$ cat src/rtl/temperature_scan_ctrl_if.sv
// Shared request/acknowledge port between the scan controller and the sensor bank.
// The controller drives select/request; the selected sensor answers with ack/data.
interface temperature_scan_ctrl_if;
  logic [2:0] sensor_sel_o;
  logic       sensor_req_o;
  logic       sensor_ack_i;
  logic [7:0] sensor_data_i;

  modport master (
    output sensor_sel_o,
    output sensor_req_o,
    input  sensor_ack_i,
    input  sensor_data_i
  );

  modport slave (
    input  sensor_sel_o,
    input  sensor_req_o,
    output sensor_ack_i,
    output sensor_data_i
  );
endinterface

$ cat src/rtl/temperature_scan_ctrl.sv
// Polls up to five sensors over a shared 8-bit port, accumulates the readings,
// then divides by the responder count with a 16-cycle restoring divider.
module temperature_scan_ctrl #(
  parameter logic [7:0] TIMEOUT_CYCLES = 8'd64
) (
  input  logic                           clk_i,
  input  logic                           rst_n_i,
  input  logic                           start_i,
  input  logic [4:0]                     sensors_en_i,
  temperature_scan_ctrl_if.master        sensor_bus,
  output logic                           busy_o,
  output logic                           result_valid_o,
  output logic [15:0]                    avg_o,
  output logic [15:0]                    rem_o,
  output logic [7:0]                     nr_sensors_o,
  output logic [4:0]                     timeout_o,
  output logic                           no_sensor_o
);

  typedef enum logic [2:0] {
    ST_IDLE = 3'd0,
    ST_SCAN = 3'd1,
    ST_REQ  = 3'd2,
    ST_DIV  = 3'd3,
    ST_DONE = 3'd4
  } state_t;

  state_t      state_r;
  logic [4:0]  en_r;
  logic [2:0]  idx_r;
  logic [15:0] sum_r;
  logic [2:0]  cnt_r;
  logic [7:0]  wait_r;
  logic [15:0] dvd_r;
  logic [15:0] part_r;
  logic [3:0]  step_r;
  logic        req_r;
  logic        busy_r;
  logic        valid_r;
  logic        no_sensor_r;
  logic [15:0] avg_r;
  logic [15:0] rem_r;
  logic [7:0]  nr_r;
  logic [4:0]  to_r;

  logic        acc_s;
  logic [15:0] sum_nxt_s;
  logic [2:0]  cnt_nxt_s;
  logic        last_s;
  state_t      adv_state_s;
  logic [2:0]  adv_idx_s;
  logic [16:0] divisor_s;
  logic [16:0] shift_s;
  logic [16:0] diff_s;
  logic        fit_s;

  // Accumulator update, next-sensor selection and one restoring-divide step.
  always_comb begin
    acc_s     = (state_r == ST_REQ) && sensor_bus.sensor_ack_i;
    sum_nxt_s = acc_s ? (sum_r + {8'd0, sensor_bus.sensor_data_i}) : sum_r;
    cnt_nxt_s = acc_s ? (cnt_r + 3'd1) : cnt_r;
    last_s    = (idx_r == 3'd4);
    if (last_s) begin
      adv_idx_s   = idx_r;
      adv_state_s = (cnt_nxt_s == 3'd0) ? ST_DONE : ST_DIV;
    end else begin
      adv_idx_s   = idx_r + 3'd1;
      adv_state_s = ST_SCAN;
    end
    divisor_s = {14'd0, cnt_r};
    shift_s   = {part_r, dvd_r[15]};
    diff_s    = shift_s - divisor_s;
    // No borrow out of the trial subtraction means the divisor fits.
    fit_s     = ~diff_s[16];
  end

  // Controller state, datapath registers and registered outputs.
  always_ff @(posedge clk_i or negedge rst_n_i) begin
    if (!rst_n_i) begin
      state_r     <= ST_IDLE;
      en_r        <= 5'd0;
      idx_r       <= 3'd0;
      sum_r       <= 16'd0;
      cnt_r       <= 3'd0;
      wait_r      <= 8'd0;
      dvd_r       <= 16'd0;
      part_r      <= 16'd0;
      step_r      <= 4'd0;
      req_r       <= 1'b0;
      busy_r      <= 1'b0;
      valid_r     <= 1'b0;
      no_sensor_r <= 1'b0;
      avg_r       <= 16'd0;
      rem_r       <= 16'd0;
      nr_r        <= 8'd0;
      to_r        <= 5'd0;
    end else begin
      valid_r <= 1'b0;
      case (state_r)
        ST_IDLE: begin
          if (start_i) begin
            sum_r   <= 16'd0;
            cnt_r   <= 3'd0;
            idx_r   <= 3'd0;
            to_r    <= 5'd0;
            en_r    <= sensors_en_i;
            busy_r  <= 1'b1;
            state_r <= ST_SCAN;
          end else begin
            busy_r  <= 1'b0;
          end
        end
        ST_SCAN: begin
          if (en_r[idx_r]) begin
            req_r   <= 1'b1;
            wait_r  <= 8'd1;
            state_r <= ST_REQ;
          end else begin
            idx_r   <= adv_idx_s;
            state_r <= adv_state_s;
            dvd_r   <= sum_nxt_s;
            part_r  <= 16'd0;
            step_r  <= 4'd0;
          end
        end
        ST_REQ: begin
          // An ack on the final wait cycle still counts as an answer.
          if (acc_s || (wait_r == TIMEOUT_CYCLES)) begin
            sum_r   <= sum_nxt_s;
            cnt_r   <= cnt_nxt_s;
            if (!acc_s) begin
              to_r[idx_r] <= 1'b1;
            end else begin
              to_r[idx_r] <= to_r[idx_r];
            end
            req_r   <= 1'b0;
            idx_r   <= adv_idx_s;
            state_r <= adv_state_s;
            dvd_r   <= sum_nxt_s;
            part_r  <= 16'd0;
            step_r  <= 4'd0;
          end else begin
            wait_r  <= wait_r + 8'd1;
          end
        end
        ST_DIV: begin
          dvd_r  <= {dvd_r[14:0], fit_s};
          part_r <= fit_s ? diff_s[15:0] : shift_s[15:0];
          step_r <= step_r + 4'd1;
          if (step_r == 4'd15) begin
            state_r <= ST_DONE;
          end else begin
            state_r <= ST_DIV;
          end
        end
        ST_DONE: begin
          nr_r    <= {5'd0, cnt_r};
          if (cnt_r == 3'd0) begin
            avg_r       <= 16'd0;
            rem_r       <= 16'd0;
            no_sensor_r <= 1'b1;
          end else begin
            avg_r       <= dvd_r;
            rem_r       <= part_r;
            no_sensor_r <= 1'b0;
          end
          valid_r <= 1'b1;
          busy_r  <= 1'b0;
          state_r <= ST_IDLE;
        end
        default: begin
          req_r   <= 1'b0;
          busy_r  <= 1'b0;
          state_r <= ST_IDLE;
        end
      endcase
    end
  end

  assign sensor_bus.sensor_sel_o = idx_r;
  assign sensor_bus.sensor_req_o = req_r;
  assign busy_o                  = busy_r;
  assign result_valid_o          = valid_r;
  assign avg_o                   = avg_r;
  assign rem_o                   = rem_r;
  assign nr_sensors_o            = nr_r;
  assign timeout_o               = to_r;
  assign no_sensor_o             = no_sensor_r;

endmodule

$ cat src/flat_wrapper.sv
// flat-port wrapper written by rule: the top's interface ports become plain ports
module temperature_scan_ctrl_flat 
#(
  parameter logic [7:0] TIMEOUT_CYCLES = 8'd64
)
  (clk_i, rst_n_i, start_i, sensors_en_i, busy_o, result_valid_o, avg_o, rem_o, nr_sensors_o, timeout_o, no_sensor_o, sensor_bus_sensor_sel_o, sensor_bus_sensor_req_o, sensor_bus_sensor_ack_i, sensor_bus_sensor_data_i);
  temperature_scan_ctrl_if sensor_bus_i ();
  input  logic clk_i;
  input  logic rst_n_i;
  input  logic start_i;
  input  logic [4:0] sensors_en_i;
  output logic busy_o;
  output logic result_valid_o;
  output logic [15:0] avg_o;
  output logic [15:0] rem_o;
  output logic [7:0] nr_sensors_o;
  output logic [4:0] timeout_o;
  output logic no_sensor_o;
  output wire logic [$bits(sensor_bus_i.sensor_sel_o)-1:0] sensor_bus_sensor_sel_o;
  output wire logic [$bits(sensor_bus_i.sensor_req_o)-1:0] sensor_bus_sensor_req_o;
  input wire logic [$bits(sensor_bus_i.sensor_ack_i)-1:0] sensor_bus_sensor_ack_i;
  input wire logic [$bits(sensor_bus_i.sensor_data_i)-1:0] sensor_bus_sensor_data_i;
  assign sensor_bus_sensor_sel_o = sensor_bus_i.sensor_sel_o;
  assign sensor_bus_sensor_req_o = sensor_bus_i.sensor_req_o;
  assign sensor_bus_i.sensor_ack_i = sensor_bus_sensor_ack_i;
  assign sensor_bus_i.sensor_data_i = sensor_bus_sensor_data_i;
  temperature_scan_ctrl #(.TIMEOUT_CYCLES(TIMEOUT_CYCLES)) u_core (.clk_i(clk_i), .rst_n_i(rst_n_i), .start_i(start_i), .sensors_en_i(sensors_en_i), .sensor_bus(sensor_bus_i), .busy_o(busy_o), .result_valid_o(result_valid_o), .avg_o(avg_o), .rem_o(rem_o), .nr_sensors_o(nr_sensors_o), .timeout_o(timeout_o), .no_sensor_o(no_sensor_o));
endmodule
$ cat config.mk
export PLATFORM = sky130hd
export DESIGN_NAME = temperature_scan_ctrl_flat
export DESIGN_NICKNAME = d
export VERILOG_FILES = /design/src/rtl/temperature_scan_ctrl_if.sv /design/src/rtl/temperature_scan_ctrl.sv /design/src/flat_wrapper.sv
export SDC_FILE = /design/constraint.sdc
export NUM_CORES = 1
export LEC_CHECK = 0
export ABC_AREA = 1
export BUFFER_PORTS_ARGS = -buffer_cell sky130_fd_sc_hd__buf_2
export CORE_ASPECT_RATIO = 1.2
export CORE_MARGIN = 4
export CORE_UTILIZATION = 60
export CTS_BUF_LIST = sky130_fd_sc_hd__clkbuf_4
export DETAILED_ROUTE_END_ITERATION = 10
export PLACE_DENSITY = 0.9
export RECOVER_POWER = 50
export SETUP_SLACK_MARGIN = 0.2
export SLEW_MARGIN = 0
export SYNTH_ARGS = -nofsm -noshare
export SYNTH_HDL_FRONTEND = slang
export SYNTH_SLANG_ARGS = --single-unit
$ cat constraint.sdc
create_clock -name clk_i -period 5.7 [get_ports clk_i]
set_input_delay 0.57 -clock clk_i [delete_from_list [all_inputs] [get_ports clk_i]]
set_output_delay 0.57 -clock clk_i [all_outputs]
set_load 0.01 [all_outputs]
# Yosys cells after proc, flatten, opt, wreduce, memory -nomap -nowiden
# Index checks and enable logic that the tools add are counted.
# W data, S select, Z words.
# word_totals
memories,0
latch_bits,0
in_bits,17
rom_bits,0
reg_bits,118
wordCells,110
mem_bits_rw,0
# classes
mux,51
n_lt_le_gt_ge,2
reduce_logical,19
n_addsub,6
n_mul,0
n_eq_ne,12
shift,0
bitwise_logic,3
div,0
# ops
cell,count
$mux W16,9
$pmux W16 S3,2
$mux W3,12
$pmux W16 S2,1
$sub A17 B3 Y17,1
$add A16 B8 Y16,1
$mux W8,2
$pmux W8 S2,1
$mux W5,3
$pmux W3 S4,1
$pmux W4 S3,1
$reduce_and A3 Y1,4
$pmux W5 S2,1
$logic_not A3 Y1,3
$pmux W3 S3,1
$add A8 B1 Y8 const B,1
$eq A8 B7 Y1 const B,1
$mux W1,8
$mux W4,2
$ne A2 B2 Y1 const B,4
$add A3 B1 Y3 const B,2
$bmux W1 S3,2
$eq A3 B2 Y1 const B,2
$eq A3 B3 Y1 const B,2
20 further kinds,26

# Logic depth before layout (Yosys ltp)
# Gate-level depths: netlist of the first run.
# depth
ltp_word,8
mapped_depth,16
depth_no_buf,15

# Worst setup path after synthesis of the first run
# Ideal clock, no wire load.
# synth_timing
kind,reg2reg
startpoint,register u_core.dvd_r[15]
endpoint,register u_core.part_r[10]
slack_ns,3.612
path_stages_with_launch,16
t_arrival_ns,1.971
synth_period_minus_slack_ns,2.088
path_buffers,1
setup_time_ns,0.117
cell_sequence,dfrtp_1 -> inv_1 -> ha_1 -> inv_1 -> fa_1 -> nand2_1 -> nand2_2 -> nor2_4 -> nand3_1 -> nand2_4 -> inv_4 -> buf_6 -> nand2_1 -> nand2_1 -> nand2_1 -> nand2_1
# synth_via
elab_chain_len,3
# synth_lines
element,line_no,rtl
from (decl),temperature_scan_ctrl.sv:34,logic [15:0] dvd_r;
from (signal assigned),temperature_scan_ctrl.sv:121,dvd_r <= sum_nxt_s;
from (signal assigned),temperature_scan_ctrl.sv:139,dvd_r <= sum_nxt_s;
from (signal assigned),temperature_scan_ctrl.sv:147,"dvd_r <= {dvd_r[14:0], fit_s};"
$sub A17 B3 Y17,temperature_scan_ctrl.sv:72,diff_s = shift_s - divisor_s;
$mux W16,temperature_scan_ctrl.sv:148,part_r <= fit_s ? diff_s[15:0] : shift_s[15:0];
$pmux W16 S3,temperature_scan_ctrl.sv:99,case (state_r)
to (signal assigned),temperature_scan_ctrl.sv:148,
to (decl),temperature_scan_ctrl.sv:35,logic [15:0] part_r;
# No other way between the ends.
# A chain may end at the register's enable or synchronous reset.

==> results summary, run 1 <==
Together, buffers and inverters on the worst path number 2. The routability congestion estimate from global placement is 0.923. The largest incremental delay on the critical path came out at 2.19 ns. Of all nets on the critical path, the largest fanout is 60.

The overall power after layout came out at 3.31 mW. The type of element launching the critical path is an input pin. The overall die height is 124 um. The netlist area before placement came out at 0.00670 mm2. The kind of critical path is input pin to asynchronous set/reset pin.

The routed layout has 5930 vias. Global routing finished with a remaining overflow of 0. The max-slew headroom at the worst pin is -1.10. The initial antenna violation count was 0. The synthesis warning total came out at 0. The finished layout holds 1073 standard cells, fillers aside. In this run the static leakage power is 3.87 nW. The sequential fraction of the synthesis area is 0.441. The proportion of total power due to net switching is 0.436. The number of synthesized flops with an enable pin is 0. The flow ran to the end, but the final reports show violations. The proportion of synthesized flip-flops having asynchronous set or reset is 1.00. For this run, design rule violations remaining after detail routing come to 0. The clock latency reported for the late side of the worst-skew pair came out at 0.52 ns.

The detail-routed net length per standard cell came out at 14.0 um. The starting utilization of the core area came out at 0.610. The area of the die came out at 0.0129 mm2. The peak supply drop is 272 uV.

The total clock buffers created by CTS is 17. The post-synthesis to final-layout area growth is 8.89%. The final max-slew violation count came out at 60.

The signal on the critical path passes through clkbuf_1 -> buf_4. Of the available clock period, the critical path in the final layout requires 0.546. The required time of the worst setup path is 6.27 ns. Entering global routing, the biggest net connects 61 pins. Yosys mapped the design onto 42 distinct sky130hd cell types.

The gate count after technology mapping came out at 872. The share of total power dissipated in combinational logic is 0.433. Setup repair after global routing left no endpoint under its margin. The number of nets in the final layout is 966. Leaving out fill and tap cells, the most frequent cells in the layout are nand2_1 (309), dfrtp_1 (118), inv_1 (77).

The reported net switching power is 1.44 mW. The number of buffers inserted by post-CTS setup repair is 0. After detailed routing, the total wire length is 15.0 mm. Including well taps, the total number of placed cells is 1042. Among all stages on the critical path, the largest delay is contributed by clkbuf_1.

The most used flip-flop cell after synthesis is dfrtp_1. For the final routed database, the setup TNS stands at 0 ns. The share of post-route cells with drive strength above 1 is 0.123.

The cell row count came out at 42. The final number of hold-violating endpoints came out at 0. The number of endpoints failing setup at the final stage is 0. The number of H-tree branching levels came out at 4. The highest clock rate came out at 0.321 GHz. The number of I/O port buffers came out at 63. Counting flops and latches in the post-synthesis netlist gives 118. The share of total power dissipated in sequential elements is 0.355.

The wire-length estimate of the detail-placed layout is 10.5 mm. In this run the standard cell core region covers 0.0110 mm2. The library cell used most frequently in the layout, excluding fill and tap cells, is nand2_1. The width of the die came out at 104 um. The I/O pin total came out at 69. The actual slew at the worst max-slew pin came out at 3.15 ns. TritonCTS built the clock tree. The via count of the first global-routing pass is 5560. The global-route wire length before repair came out at 25.8 mm. In this run, post-CTS hold repair placed 0 buffers. Clock tree synthesis selected as its root buffer the cell clkbuf_4. The final setup skew came out at 0.0201 ns.

The internal portion of total power is 1.87 mW. The total iterations of the first detailed-routing run is 6. The maximum root-to-sink buffer count is 2.

Dividing total power by cell area gives a power density of 453 mW/mm2. The number of vias per cell after detailed routing came out at 5.53. The CTS sink count came out at 118.

The portion of total power attributed to the clock network is 0.213. The register clock-pin slew on the reported worst setup and hold paths came out at 0.09 ns. The final reports fail on max-capacitance violations, max-slew violations. The max-capacitance violation count came out at 1. The post-layout minimum cycle time came out at 3.11 ns. The dominant delay contributor by cell family on the critical path is buffers and inverters. The worst setup path is captured at an asynchronous set/reset pin. Gates resized during post-CTS repair numbered 0. The average cell area after synthesis is 7.69 um2. The remaining antenna violation count came out at 0. The first routing iteration left 423 violations. The total track usage is 0.244.

The worst hold path belongs to the class input pin to flop. The arrival time of the worst setup path is 3.68 ns.
## synthesized netlist by cell type, types with 2 or more instances
library cell  instances  area [um2]
maj3_1                5        50.1
o21ai_2               3        26.3
nand2_1             308        1160
xor2_1               10        87.6
mux2_2                5        56.3
o21ai_1              16        80.1
inv_1                77         289
nor2_4                4        45.0
nor3_1               10        50.1
dfrtp_1             118        2950
nand2_4               3        33.8
nand3b_1              2        15.0
a22o_1               14         123
nor2_2                2        12.5
buf_2                12        60.1
nand3_1              74         370
buf_4                 9        67.6
buf_6                 5        56.3
o21ai_0              60         300
o22ai_1               5        31.3
nor2_1               56         210
nand3_2               3        30.0
nand2_2               7        43.8
a21oi_1               6        30.0
inv_2                 4        15.0
nand4_1              13        81.3
fa_1                  2        40.0
ha_1                 18         225
or2_2                 5        31.3
clkbuf_1              4        15.0
## state kept, by name, indices dropped and copies added, names as in the netlist, 3 cells and up
register                        flops
u_core.sum_r                       16
u_core.avg_o                       16
u_core.step_r                       4
u_core.wait_r                       8
u_core.state_r                      3
u_core.rem_o                       16
u_core.en_r                         5
u_core.dvd_r                       16
u_core.part_r                      16
u_core.nr_sensors_o                 3
u_core.sensor_bus.sensor_sel_o      3
u_core.timeout_o                    5
u_core.cnt_r                        3
## through the flow
stage	hold slack, ns	setup slack [ns]	instance area (um2)	utilization
finish	0.284	2.59	7300	0.665
global placement	0.460	3.37	7010	0.638
CTS	0.120	3.30	7330	0.668
global route	0.267	1.86	7300	0.664
detailed placement	0.468	3.33	7010	0.638
floorplan	0.274	3.61	6720	-
## worst paths after layout
path,from,endpoint,slack [ns],cells past startpoint
max,rst_n_i,u_core.part_r[0],2.59,2
min,sensors_en_i[1],u_core.en_r[1],0.28,2
max reg2reg,u_core.dvd_r[15],u_core.dvd_r[0],3.28,14
min reg2reg,u_core.rem_o[12],u_core.rem_o[12],0.49,2
max in group clk_i,u_core.dvd_r[15],u_core.dvd_r[0],3.28,14
min in group asynchronous,rst_n_i,u_core.part_r[8],1.09,1
## power groups by stage
stage / Combinational [mW] / Sequential [mW] / Clock (mW)
finish: 1.43 / 1.17 / 0.704
global route: 1.63 / 1.20 / 0.751
CTS: 1.44 / 1.17 / 0.709
detailed placement: 1.43 / 1.18 / 0
global placement: 1.40 / 1.18 / 0
floorplan: 1.10 / 1.19 / 0
## per-layer routing
metal,wire length (um),GRT usage,part of all wire,up-vias
met2,7210,0.418,0.48,196
li1,-,-,-,2933
met3,958,0.0513,0.064,16
met5,0,0,0,-
met1,6710,0.322,0.45,2785
met4,157,0.0607,0.010,0
## logic make-up (layout without fill, tap and decap cells)
family          after synthesis  after routing  share of synthesized area
flops                       118            118                      0.441
xor+xnor                     11             11                     0.0144
simple gates                490            490                      0.317
fa+ha+maj                    25             25                     0.0470
compound gates              109            109                     0.0950
other cells                   1              6                   0.000559
mux                           5              5                    0.00840
buf+inv                     113            177                     0.0773
## final cells by class
class                   instances  area, um2
multi-input cells             645       3230
diodes                          1       2.50
well taps                     132        165
clock buffers                  19        143
inverters                      83        319
fillers                       930       3680
clock inverters                11        183
repair buffers                 64        302
flip-flops and latches        118       2950
Note: power is estimated with default switching activity, not from simulation.
==> run 2, diff against run 1 <==
- ABC_AREA: 1 -> 0
- PLACE_DENSITY: 0.9 -> 0.91
- clock period: 5.7 -> 2.96 ns (I/O delays scaled with it)
==> results summary, run 2 <==
The run finished with clean final reports. The worst register-to-register path begins at u_core.dvd_r[15]. The cell row count is 39 (-7.1%). The max-slew headroom at the worst pin was 0.0794 (+1.18). The area of the core region is 0.00956 mm2 (-13%). The average cell area after synthesis is 10.1 um2 (+32%). The detail-routed net length per standard cell is 18.2 um (+30%). The routability congestion estimate from global placement was 0.869 (-5.8%). The portion of the clock cycle consumed by the worst path in the final layout is 0.908.

The final non-filler cell area is 0.00679 mm2 (-7.0%). In the layout the commonest cells are dfrtp_1 (117), nand2_1 (77), o21ai_0 (50). The post-synthesis register bit count is 118 (unchanged). The total vias in the final route is 5027 (-15%). After synthesis, the cell types taking the most area are dfrtp_1 (50%), a22o_1 (5.5%), nand2_1 (4.9%), o21ai_0 (4.3%), ha_1 (3.8%). The final setup skew came out at 0.0172 ns (-0.00282 ns). The peak supply drop is 775 uV (+180%).

The accumulated negative setup slack was 0 ns (unchanged). Sorting the synthesized cells by how often they occur yields dfrtp_1 (118), nand2_1 (77), o21ai_0 (51). The max-capacitance violation count was 0 (-1). The arrival time of the worst setup path came to 3.10 ns (-0.58 ns). The cell count after placement came out at 750 (-28%).

The number of I/O port buffers came out at 63 (unchanged). The pin count of the biggest net entering global routing came to 64 (+4.9%). The number of vias per cell after detailed routing came out at 6.34 (+15%). The number of distinct standard cells referenced by the synthesized netlist is 61 (+45%). The total clock buffers created by CTS came out at 17 (unchanged). The width of the die came out at 98.7 um (-5.6%). The total inserted antenna cells is 0 (-1).

The netlist area before placement is 0.00592 mm2 (-12%). The power per cell area came out at 1040 mW/mm2 (+130%). The library cell used as clock root buffer is clkbuf_4. The overall overflow remaining after global route came to 0 (unchanged). TritonCTS built the clock tree. The number of endpoints failing setup at the final stage was 0 (unchanged). The HPWL after detailed placement came out at 9.52 mm (-9.4%). The required time of the worst setup path is 3.37 ns (-2.90 ns).

The number of synthesized flops with an enable pin came to 0 (unchanged). The top-area cell type share of the netlist area came out at 0.499 (+0.0582). The register clock-pin slew on the reported worst setup and hold paths is 0.10 ns (about the same). Setup repair after global routing left no endpoint under its margin. The final max-slew violation count is 0 (-100%). The number of standard cells in the layout, taps in and fillers out is 793 (-26%).

The total iterations of the first detailed-routing run came out at 5 (-1). The number of H-tree branching levels is 4 (unchanged). The number of nets in the final layout is 694 (-28%). The starting utilization of the core area is 0.619 (+0.00877). The clock latency reported for the late side of the worst-skew pair is 0.55 ns (+0.03 ns). The gate count after technology mapping came out at 584 (-33%). The actual slew at the worst max-slew pin is 1.38 ns (-1.77 ns). The core occupancy in the finished layout came out at 0.710 (+0.0455).

The CTS sink count came to 118 (unchanged). The post-synthesis to final-layout area growth came out at 14.7%. The worst hold path begins at start_i. The I/O pin total is 69 (unchanged).

The type of element launching the critical path is a flop. The total track usage came out at 0.254 (+0.00980). The critical path in this run is classified as flop to flop. The post-layout minimum cycle time came out at 2.69 ns. The share of post-route cells with drive strength above 1 came out at 0.158 (+0.0348). The global-route wire length before repair came out at 23.2 mm (-10%). The cell leakage power came out at 3.19 nW (-18%). The DRC violation count after routing came to 0 (unchanged). The most critical setup path has its startpoint at u_core.dvd_r[15]. The library cell used most frequently in the layout, excluding fill and tap cells, is dfrtp_1. The total detailed-routing wirelength came out at 14.4 mm (-4.2%). Among all cell types in the netlist, the one instantiated most often is dfrtp_1. The final number of hold-violating endpoints is 0 (unchanged). The maximum root-to-sink buffer count came out at 2 (unchanged). The via count of the first global-routing pass is 4865 (-13%). The proportion of synthesized flip-flops having asynchronous set or reset was 1.00 (unchanged). The overall die height came to 117 um (-5.6%).

The category of the worst setup path capture point is a flop. The DRC violation total after the first TritonRoute iteration came out at 391 (-7.6%). The critical-path maximum fanout is 7 (-88%). The post-place instance area is 0.00635 mm2 (-9.4%). The most used flip-flop cell after synthesis is dfrtp_1.

The initial antenna violation count was 0 (unchanged). The area of the die is 0.0115 mm2 (-11%). The remaining antenna violation count came to 0 (unchanged). Of all cell types, the one taking the most synthesized area is dfrtp_1. The synthesis warning total came out at 0 (unchanged). Timing would allow up to 0.372 GHz. The path class of the tightest hold or removal check is input pin to flop. The sequential fraction of the synthesis area is 0.499 (+0.0582).
## run 2: cell count changes after synthesis, moves of 14 or more
| cell | before | now |
|---|---|---|
| a22o_1 | 14 | 37 |
| nand3_1 | 74 | 23 |
| clkbuf_1 | 4 | 19 |
| nor2_1 | 56 | 30 |
| xor2_1 | 10 | 24 |
| inv_1 | 77 | 15 |
| nand2_1 | 308 | 77 |
## run 2: worst paths after layout
path,to,slack (ns),cells after the start
hold reg to reg,u_core.en_r[2],0.48,2
setup reg to reg,u_core.dvd_r[0],0.27,11
max in group asynchronous,u_core.dvd_r[5],0.73,3
hold / removal,u_core.busy_o,0.07,3
setup / recovery,u_core.dvd_r[0],0.27,11
min in group asynchronous,u_core.rem_o[10],0.60,2
## run 2: worst max-delay path: stages, from the launching register on
cell,delay (ns)
dfrtp_1,0.43
inv_2,0.09
ha_4,0.13
inv_2,0.04
fa_2,0.37
a211o_4,0.38
nor4_4,0.32
nand2_1,0.12
xor2_1,0.16
buf_4,0.19
a22oi_1,0.21
o21ai_0,0.13
## run 2: where the power goes
part | leakage [nW] | internal (mW) | switching [mW]
Clock | 0.178 | 0.771 | 0.640
Sequential | 1.61 | 1.96 | 0.470
Combinational | 1.41 | 1.35 | 1.85
## run 2: kinds of logic after synthesis
logic type      count (synthesis)  share of synthesized area
xor+xnor                       35                     0.0549
fa+ha+maj                      20                     0.0448
mux                            13                     0.0220
buf+inv                        48                     0.0361
simple gates                  187                      0.155
other cells                     1                   0.000633
compound gates                162                      0.188
flops                         118                      0.499
## run 2: through the flow
step | setup WS, ns | hold slack (ns) | power [mW]
final | 0.273 | 0.0717 | 7.04
after global routing | 0.159 | 0.0547 | 7.50
after floorplan | 0.409 | 0.000409 | 4.69
after global placement | 0.443 | 0.386 | 5.22
after detailed placement | 0.281 | 0.394 | 5.41
after CTS | 0.241 | 0.0361 | 6.85
## run 2: what timing repair did
item,CTS,global route
endpoints found under the hold margin,60,0
resized for setup,0,10
hold buffers,6,0
setup buffers,0,5
setup endpoints to repair,0,11
## run 2: layout make-up
type	count	area, um2
repair buffers	83	453
clock buffers	19	143
flip-flops and latches	118	2950
well taps	123	154
clock inverters	13	204
inverters	15	56.3
multi-input cells	422	2830
fillers	694	2770
## run 2: layer usage
| layer | vias up | GRT usage | wire, um |
|---|---|---|---|
| li1 | 2264 | - | - |
| met1 | 2452 | 0.310 | 5660 |
| met2 | 264 | 0.424 | 7200 |
| met3 | 47 | 0.0860 | 1160 |
| met4 | 0 | 0.0947 | 378 |
| met5 | - | 0 | 0 |
==> run 3, diff against run 2 <==
- MAX_ROUTING_LAYER: not set -> met4
==> results summary, run 3 (same netlist as run 2, synthesis figures left out) <==
The run finished with clean final reports. The area of the core region is 0.00956 mm2 (unchanged). The initial antenna violation count came out at 0 (unchanged). In the layout the commonest cells are dfrtp_1 (117), nand2_1 (77), o21ai_0 (50). The critical path ends at u_core.dvd_r[0]. The total track usage is 0.263 (+0.00830). The total iterations of the first detailed-routing run came to 5 (unchanged).

The final setup skew came out at 0.0202 ns (+0.00302 ns). The kind of critical path is flop to flop. The number of cells on the worst reg-to-reg path is 11 (unchanged). The cell that appears most often on the critical path is inv_2. TritonCTS built the clock tree. The fill cell instance count of the final layout came out at 694 (unchanged). The CTS sink count is 118 (unchanged). The cell leakage power is 3.19 nW (unchanged). The register clock-pin slew on the reported worst setup and hold paths is 0.10 ns (about the same). The cell count after placement came out at 750 (unchanged).

The I/O pin total came to 69 (unchanged). The largest incremental delay on the critical path is 0.43 ns (about the same). The number of endpoints failing setup at the final stage is 0 (unchanged). The area of all sequential standard cells came out at 0.00295 mm2 (unchanged).

The number of H-tree branching levels is 4 (unchanged). The number of I/O port buffers came to 63 (unchanged). The total clock buffers created by CTS is 17 (unchanged).

The width of the die came out at 98.7 um (unchanged). The overall overflow remaining after global route is 0 (unchanged). The clock latency reported for the late side of the worst-skew pair came to 0.56 ns (about the same).

The pin count of the biggest net entering global routing came out at 64 (unchanged). The power per cell area is 1040 mW/mm2 (+0.11%). The register-to-register setup slack came out at 0.25 ns (-0.02 ns). The worst register-to-register path begins at u_core.dvd_r[15].

The area of the die is 0.0115 mm2 (unchanged). The arrival time of the worst setup path came out at 3.13 ns (+0.03 ns). Setup repair after global routing left no endpoint under its margin. The via count of the first global-routing pass is 4845 (-0.41%). The share of post-route cells with drive strength above 1 was 0.158 (unchanged). The HPWL after detailed placement is 9.52 mm (unchanged). The number of standard cells in the layout, taps in and fillers out came to 793 (unchanged). The number of nets in the final layout is 694 (unchanged). The area used by multi-input combinational logic came to 0.00283 mm2 (unchanged). The global-route wire length before repair is 23.2 mm (about the same).

The DRC violation total after the first TritonRoute iteration is 411 (+5.1%). The number of vias per cell after detailed routing was 6.32 (-0.34%). The post-place instance area came out at 0.00635 mm2 (unchanged). The final non-filler cell area came out at 0.00679 mm2 (unchanged). The commonest non-fill, non-tap cell in the layout is dfrtp_1. The post-synthesis to final-layout area growth came to 14.7% (unchanged). The maximum root-to-sink buffer count came out at 2 (unchanged). The highest clock rate is 0.369 GHz (-0.79%). The detail-routed net length per standard cell came to 18.1 um (-0.48%). The total vias in the final route is 5010 (-0.34%).

The category of the worst setup path capture point is a flop. The routability congestion estimate from global placement came out at 0.883 (+1.6%). The starting utilization of the core area came to 0.619 (unchanged).

The endpoint identified for the worst register-to-register timing path is u_core.dvd_r[0]. The post-layout minimum cycle time came out at 2.71 ns (+0.0213 ns). The max-slew headroom at the worst pin came to 0.0880 (+0.00861). The DRC violation count after routing is 0 (unchanged).

The total inserted antenna cells is 0 (unchanged). The total detailed-routing wirelength is 14.3 mm (-0.48%). The type of the worst min-delay path is input pin to flop. The final max-slew violation count is 0 (unchanged).

The final number of hold-violating endpoints is 0 (unchanged). The remaining antenna violation count is 0 (unchanged). The tree is rooted in a clkbuf_4. Walking the worst path, the cells encountered are inv_2 -> ha_4 -> inv_2 -> fa_2 -> a211o_4 -> nor4_4 -> nand2_1 -> xor2_1 -> buf_4 -> a22oi_1 -> o21ai_0. The peak supply drop is 774 uV (about the same). STA classifies the critical path startpoint as a flop. The overall die height came to 117 um (unchanged).

The required time of the worst setup path is 3.38 ns (about the same). The critical-path maximum fanout is 7 (unchanged). The max-capacitance violation count came to 0 (unchanged). The accumulated negative setup slack was 0 ns (unchanged). The cell row count came to 39 (unchanged). The actual slew at the worst max-slew pin is 1.37 ns (-0.0129 ns). The portion of the clock cycle consumed by the worst path in the final layout came out at 0.915 (+0.00721). The worst-path cell with the longest stage delay is dfrtp_1. The start point of the critical path is u_core.dvd_r[15].
## run 3: cell counts in the layout (fill, tap and decap cells not counted)
No cell type changed its count.
## run 3: repair_timing
item	CTS	global route
endpoints found under the hold margin	60	0
gates resized for setup	0	10
setup endpoints to repair	0	11
setup buffers	0	5
hold buffers	6	0
## run 3: power breakdown
part / leakage [nW] / internal [mW] / switching (mW)
combinational: 1.41 / 1.35 / 1.86
clock: 0.178 / 0.771 / 0.643
sequential: 1.61 / 1.96 / 0.466
total: 3.19 / 4.08 / 2.97
## run 3: routing by layer
| layer | global-route usage | up-vias | part of all wire |
|---|---|---|---|
| met1 | 0.313 | 2447 | 0.40 |
| met5 | - | - | 0 |
| met4 | 0.0947 | 0 | 0.028 |
| met2 | 0.424 | 250 | 0.50 |
| li1 | - | 2258 | - |
| met3 | 0.0848 | 55 | 0.074 |
## run 3: how the worst min path moves through the flow
stage | startpoint | to | slack (ns) | cells past startpoint
floorplan | rst_n_i | u_core.avg_o[0] | 0.0004 | 0
global placement | rst_n_i | u_core.rem_o[10] | 0.39 | 1
detailed placement | rst_n_i | u_core.rem_o[10] | 0.39 | 1
CTS | start_i | u_core.busy_o | 0.04 | 3
global route | start_i | u_core.busy_o | 0.05 | 3
finish | start_i | u_core.busy_o | 0.06 | 3
## run 3: per-stage QoR
step | hold slack (ns) | setup WS, ns | utilization | total power, mW
after global routing | 0.0485 | 0.160 | 0.710 | 7.51
after detailed placement | 0.394 | 0.281 | 0.664 | 5.41
after CTS | 0.0361 | 0.241 | 0.706 | 6.85
final | 0.0645 | 0.251 | 0.710 | 7.05
after global placement | 0.386 | 0.443 | 0.664 | 5.22
after floorplan | 0.000409 | 0.409 | - | 4.69
## run 3: layout make-up
cell class,count,area share
repair buffers,83,0.0667
flip-flops and latches,118,0.435
well taps,123,0.0227
clock buffers,19,0.0210
multi-input cells,422,0.416
inverters,15,0.00829
clock inverters,13,0.0300
## run 3: critical path, delay by kind of cell, from the launching register on
family	cells	cell delay, ns
buffers and inverters	3	0.32
DFF	1	0.43
AOI/OAI and AO/OA	3	0.72
and+or+nand+nor	2	0.44
adders and majority gates	2	0.50
xor gates and xnor gates	1	0.16
